$ cat config.mk
export PLATFORM = sky130hd
export DESIGN_NAME = lsu
export DESIGN_NICKNAME = d
export VERILOG_FILES = /design/src/rtl/lsu.sv
export SDC_FILE = /design/constraint.sdc
export NUM_CORES = 1
export LEC_CHECK = 0
export BUFFER_PORTS_ARGS = -buffer_cell sky130_fd_sc_hd__buf_2
export CORE_ASPECT_RATIO = 0.75
export CORE_MARGIN = 2
export CORE_UTILIZATION = 34
export DETAILED_ROUTE_END_ITERATION = 10
export SYNTH_ARGS = -nofsm -noshare
export SYNTH_HDL_FRONTEND = slang
export SYNTH_SLANG_ARGS = --single-unit
$ cat constraint.sdc
create_clock -name clk -period 2 [get_ports clk]
set_input_delay 0.2 -clock clk [delete_from_list [all_inputs] [get_ports clk]]
set_output_delay 0.2 -clock clk [all_outputs]
set_load 0.02 [all_outputs]
$ cat src/rtl/lsu.sv
// Load/store unit: drives one data-memory transaction at a time,
// aligns and extends load data, flags misaligned, illegal and timeout cases.
module lsu #(
    parameter int TIMEOUT_CYCLES = 255
) (
    input  logic        clk,
    input  logic        rst_n,
    input  logic        req_valid,
    output logic        req_ready,
    input  logic        req_we,
    input  logic [2:0]  req_funct3,
    input  logic [31:0] req_addr,
    input  logic [31:0] req_wdata,
    input  logic [4:0]  req_rd,
    output logic        mem_req_valid,
    input  logic        mem_req_ready,
    output logic        mem_we,
    output logic [31:0] mem_addr,
    output logic [31:0] mem_wdata,
    output logic [3:0]  mem_wmask,
    input  logic        mem_resp_valid,
    input  logic [31:0] mem_rdata,
    output logic        wb_valid,
    output logic [4:0]  wb_rd,
    output logic [31:0] wb_data,
    output logic        stall,
    output logic        exc_valid,
    output logic [1:0]  exc_cause,
    output logic [31:0] exc_addr
);
    localparam int CW = $clog2(TIMEOUT_CYCLES + 1);
    localparam logic [CW-1:0] LAST = CW'(TIMEOUT_CYCLES - 1);

    typedef enum logic [1:0] {IDLE, REQ, WAIT} state_t;

    state_t        state_q, state_d;
    logic [CW-1:0] cnt_q;
    logic [31:0]   addr_q;
    logic [4:0]    rd_q;
    logic [2:0]    f3_q;
    logic [1:0]    off_q;

    logic        accept, illegal, misal, go;
    logic        hs_resp, tmo, tmo_fire;
    logic [3:0]  wmask_d;
    logic [31:0] wdata_d, shifted, ext;

    assign req_ready     = rst_n & (state_q == IDLE);
    assign stall         = (state_q != IDLE);
    assign mem_req_valid = (state_q == REQ);
    assign accept        = req_valid & req_ready;
    assign go            = accept & ~illegal & ~misal;
    assign hs_resp       = (state_q == WAIT) & mem_resp_valid;
    assign tmo           = (cnt_q >= LAST);
    assign tmo_fire      = tmo & (((state_q == REQ) & ~mem_req_ready) |
                                  ((state_q == WAIT) & ~mem_resp_valid));

    // Decode legality and alignment of the incoming op
    always_comb begin
        if (req_we) begin
            illegal = (req_funct3 > 3'b010);
        end else begin
            illegal = (req_funct3 == 3'b011) || (req_funct3[2:1] == 2'b11);
        end
        misal = 1'b0;
        if (!illegal) begin
            case (req_funct3[1:0])
                2'b01:   misal = req_addr[0];
                2'b10:   misal = |req_addr[1:0];
                default: misal = 1'b0;
            endcase
        end
    end

    // Place store bytes on their lanes and build the write mask
    always_comb begin
        wmask_d = 4'b0000;
        wdata_d = req_wdata;
        case (req_funct3[1:0])
            2'b00: begin
                wdata_d = {4{req_wdata[7:0]}};
                wmask_d = 4'b0001 << req_addr[1:0];
            end
            2'b01: begin
                wdata_d = {2{req_wdata[15:0]}};
                wmask_d = req_addr[1] ? 4'b1100 : 4'b0011;
            end
            default: wmask_d = 4'b1111;
        endcase
        if (!req_we) begin
            wmask_d = 4'b0000;
        end
    end

    // Align the returned word and extend it to 32 bits
    always_comb begin
        shifted = mem_rdata >> {off_q, 3'b000};
        case (f3_q)
            3'b000:  ext = {{24{shifted[7]}}, shifted[7:0]};
            3'b001:  ext = {{16{shifted[15]}}, shifted[15:0]};
            3'b100:  ext = {24'b0, shifted[7:0]};
            3'b101:  ext = {16'b0, shifted[15:0]};
            default: ext = shifted;
        endcase
    end

    // Next-state logic; a handshake in the last cycle beats the timeout
    always_comb begin
        state_d = state_q;
        unique case (state_q)
            IDLE: if (go) state_d = REQ;
            REQ: begin
                if (mem_req_ready) begin
                    state_d = mem_we ? IDLE : WAIT;
                end else if (tmo) begin
                    state_d = IDLE;
                end
            end
            WAIT: if (mem_resp_valid || tmo) state_d = IDLE;
            default: state_d = IDLE;
        endcase
    end

    // State register
    always_ff @(posedge clk) begin
        if (!rst_n) begin
            state_q <= IDLE;
        end else begin
            state_q <= state_d;
        end
    end

    // Request capture, timeout counter and registered wb/exc pulses
    always_ff @(posedge clk) begin
        if (!rst_n) begin
            mem_we    <= 1'b0;
            mem_addr  <= '0;
            mem_wdata <= '0;
            mem_wmask <= '0;
            wb_valid  <= 1'b0;
            wb_rd     <= '0;
            wb_data   <= '0;
            exc_valid <= 1'b0;
            exc_cause <= '0;
            exc_addr  <= '0;
            cnt_q     <= '0;
            addr_q    <= '0;
            rd_q      <= '0;
            f3_q      <= '0;
            off_q     <= '0;
        end else begin
            wb_valid  <= 1'b0;
            exc_valid <= 1'b0;
            if (state_q != IDLE) begin
                cnt_q <= cnt_q + CW'(1);
            end
            if (accept && (illegal || misal)) begin
                exc_valid <= 1'b1;
                exc_cause <= illegal ? 2'd3 : (req_we ? 2'd1 : 2'd0);
                exc_addr  <= req_addr;
            end
            if (go) begin
                mem_we    <= req_we;
                mem_addr  <= {req_addr[31:2], 2'b00};
                mem_wdata <= wdata_d;
                mem_wmask <= wmask_d;
                addr_q    <= req_addr;
                rd_q      <= req_rd;
                f3_q      <= req_funct3;
                off_q     <= req_addr[1:0];
                cnt_q     <= '0;
            end
            if (tmo_fire) begin
                exc_valid <= 1'b1;
                exc_cause <= 2'd2;
                exc_addr  <= addr_q;
            end
            if (hs_resp) begin
                wb_valid <= (rd_q != 5'd0);
                wb_rd    <= rd_q;
                wb_data  <= ext;
            end
        end
    end
endmodule

==> key figures <==
Status
  • Run status: finished, final reports clean

Min path
  • Worst hold stages: 3
  • Min-delay worst type: input pin to flop

STA
  • Final Max Slew Viols: 0
  • Setup tns final: 0 ns
  • Hold Violations, Final: 0
  • RSZ-0062 raised after global routing: false
  • Final setup skew: 0.00921 ns
  • Final setup vio count: 0
  • Worst-Margin Slew: 0.598 ns
  • Max_slew headroom: 60.0%
  • Crit path time final: 1.79 ns
  • Max Clock Freq: 558 MHz
  • Tcrit/Tclk final: 89.6%

Floorplan
  • Core Footprint: 21000 um2
  • Row count: 46
  • Starting Density: 34.4%
  • Die area: 22400 um2
  • Die Ht: 130 um
  • Die W: 172 um
  • # IOs: 255

Clock network
  • CTS root buffer: clkbuf_16
  • Clock-pin slew on the worst setup and hold paths: 0.06 ns
  • Clock tree buffer depth: 2
  • Post-CTS Hold Fix Bufs: 0
  • CTS H-tree lvls: 4
  • TritonCTS Sinks: 160
  • Cts bufs inserted: 17
  • Worst skew pair latency: 0.43 ns
  • Setup Buffers After CTS: 0
  • TritonCTS clock tree: yes

Routing
  • Via Count: 6952
  • DR iter-0 viols: 471
  • DRC Markers: 0
  • Initial DRT Pass Iterations: 8
  • Post-DRT Antenna Nets: 0
  • DRT Wirelength: 22.5 mm
  • Vias per Instance: 4.96
  • Routed wire per std cell: 16.0 um

Placement
  • RD Place Congestion: 0.817
  • Port Buffers: 252
  • DP Wirelength: 16.3 mm

Critical path
  • CP startpoint: cnt_q[1]$_SDFFE_PP0P_
  • Critical path class: flop to flop
  • Critical Path RT: 2.35 ns
  • CP max stage delay: 0.42 ns
  • CP Max Fanout: 65
  • FF-to-FF setup slack: 0.21 ns
  • Arrival time worst endpoint: 2.14 ns
  • Critical Path End: exc_addr[14]$_SDFFE_PN0P_
  • Reg2reg end: exc_addr[14]$_SDFFE_PN0P_
  • Crit path capture type: flop
  • R2R depth: 7
  • Slowest CP cell: dfxtp_1
  • Setup crit start kind: flop
  • Critical path cell sequence: ha_1, o211a_1, o2111ai_4, o211ai_4, buf_12, o21ai_0, a31oi_1
  • Worst r2r src: cnt_q[1]$_SDFFE_PP0P_

Yosys
  • Yosys reg bits: 160
  • Post-synth cell types: 50
  • Post-synthesis instance area: 7220 um2
  • Synth Area in Adders: 1.04%
  • Post-synthesis share of cell area spent on xor and xnor gates: 0.728%
  • Yosys warning count: 0
  • Post-synthesis mux area share: 2.84%
  • Synth Area in Simple Gates: 18.4%
  • Async set-reset flop share out of synthesis: 0%
  • Complex-gate fraction of the synthesized area: 23.9%
  • Seq/Total Area, Yosys: 44.4%
  • Ys flop type: dfxtp_1
  • Post-synth EDFFs: 0
  • Largest family of logic cells by synthesized area: compound AO/OA/AOI/OAI gates
  • Synth Instances: 900
  • Synthesized area per cell: 8.02 um2

Power
  • Leak pwr: 0.00396 uW
  • Tot Pwr: 7760 uW
  • Pwr dens: 844 nW/um2
  • Peak supply drop: 0.423 mV

Run
  • Max-Cap Viols: 0

Global route
  • Global Route Usage Sum: 19.7%
  • First-pass GRT wire length: 34.2 mm
  • Vias in the first global route: 6263
  • Largest net degree at the start of global routing: 66
  • Remaining Overflow, GRT: 0
  • Initial antenna violation count: 4

Finish
  • Layout cells sized above 1: 31.5%
  • Syn-to-layout area delta: 27.3%
  • Final nets: 1214
## cell type report
class                           instances  area (um2)
Fill cell                            2145       11800
Multi-Input combinational cell        630        3420
Sequential cell                       160        3210
Timing Repair Buffer                  282        1590
Clock buffer                           21         460
Tap cell                              288         360
Clock inverter                         11         131
Inverter                                7        27.5
Antenna cell                            2        5.00
## registers in the layout (all words and copies together), names as in the netlist
signal and flops:
wb_valid 1, rd_q 5, mem_wdata 32, cnt_q 8, wb_rd 5, wb_data 32
mem_wmask 4, exc_valid 1, addr_q 32, exc_cause 2, exc_addr 32, state_q 2
mem_we 1, f3_q 3
## cells in the final DEF (no fill, tap or decap), types with 11 or more instances in the layout
cell type and instances:
buf_2 252, a31oi_1 32, nor3_1 11, nor2_1 55, clkbuf_16 17, buf_4 22, nor2b_1 11, dfxtp_1 158
a211oi_1 25, a21oi_1 103, o21ai_0 76, nand2_1 221
## repair_timing
action | CTS | global route
resized for setup | 0 | 2
setup endpoints to repair | 0 | 29
hold endpoints to repair | 0 | 0
## how the worst min path moves through the flow
| stage | slack, ns | endpoint | from |
|---|---|---|---|
| 6_report | 0.03 | addr_q[8]$_SDFFE_PN0P_ | req_addr[8] |
| 5_1_grt | 0.009 | rd_q[1]$_SDFFE_PN0P_ | req_rd[1] |
| 4_1_cts | 0.002 | addr_q[17]$_SDFFE_PN0P_ | req_addr[17] |
| 3_5_place_dp | 0.44 | mem_wmask[2]$_SDFFE_PN0P_ | mem_wmask[2]$_SDFFE_PN0P_ |
| 3_3_place_gp | 0.44 | mem_wmask[0]$_SDFFE_PN0P_ | mem_wmask[0]$_SDFFE_PN0P_ |
| 2_1_floorplan | 0.33 | wb_data[30]$_SDFFE_PN0P_ | mem_rdata[30] |
## per-stage QoR
stage | cell area (um2) | instances | hold slack, ns | setup slack (ns) | utilization [%]
after CTS | 9190 | 1399 | 0.00167 | 0.111 | 43.7
after global routing | 9190 | 1400 | 0.00947 | 0.0000246 | 43.8
after detailed placement | 8600 | 1367 | 0.442 | 0.0494 | 40.9
final | 9200 | 1401 | 0.0255 | 0.209 | 43.8
after global placement | 8600 | 1367 | 0.438 | 0.110 | 40.9
after floorplan | 7230 | 901 | 0.334 | 0.298 | -
## report_power, final
part / total [uW] / switching [uW] / internal (uW)
combinational: 1060 / 670 / 393
sequential: 3410 / 87.0 / 3330
clock: 3280 / 1370 / 1920
total: 7760 / 2120 / 5640
## metal layers
metal / GRT usage (%) / up-vias / part of all wire, %
met5: 0 / - / 0.085
met4: 6.87 / 4 / 1.5
met3: 6.19 / 23 / 7.5
met2: 29.4 / 226 / 44
met1: 27.0 / 3246 / 47
li1: - / 3453 / -
## logic make-up after synthesis
kind of cell,Yosys count
simple gates,319
compound gates,278
flops,160
buf+inv,111
mux,19
fa+ha+maj,6
xor+xnor,6
other cells,1
## critical path, delay by kind of cell (launching register included)
kind | cells | cell delay [ns]
AOI/OAI and AO/OA | 5 | 0.80
DFF | 1 | 0.42
buffers and inverters | 1 | 0.27
adders and majority gates | 1 | 0.21
## cells in the mapped netlist, types with 2 or more instances
| library cell | n | share of area (%) |
|---|---|---|
| a31oi_1 | 32 | 2.8 |
| a22o_1 | 8 | 0.97 |
| clkbuf_1 | 39 | 2.0 |
| buf_1 | 3 | 0.16 |
| buf_6 | 4 | 0.62 |
| nor2b_1 | 11 | 0.95 |
| xor2_1 | 4 | 0.49 |
| o211a_1 | 2 | 0.28 |
| a211oi_2 | 8 | 1.4 |
| buf_2 | 14 | 0.97 |
| ha_1 | 6 | 1.0 |
| mux2i_1 | 9 | 1.2 |
| nand2_1 | 221 | 11 |
| nor3b_2 | 2 | 0.35 |
| and2_1 | 3 | 0.26 |
| buf_4 | 44 | 4.6 |
| inv_1 | 7 | 0.36 |
| dfxtp_1 | 160 | 44 |
| o21ai_0 | 76 | 5.3 |
| a21oi_1 | 103 | 7.1 |
| a211oi_1 | 25 | 2.6 |
| mux2_2 | 9 | 1.4 |
| xnor2_1 | 2 | 0.24 |
| o211ai_1 | 4 | 0.42 |
| o21ai_1 | 2 | 0.14 |
| nor3_1 | 11 | 0.76 |
| or2_2 | 2 | 0.17 |
| a311oi_1 | 5 | 0.61 |
| nand3b_1 | 2 | 0.21 |
| and3_1 | 3 | 0.26 |
| a311oi_2 | 3 | 0.62 |
| nand3_1 | 4 | 0.28 |
| nor2_1 | 55 | 2.9 |
Note: power is estimated with default switching activity, not from simulation.
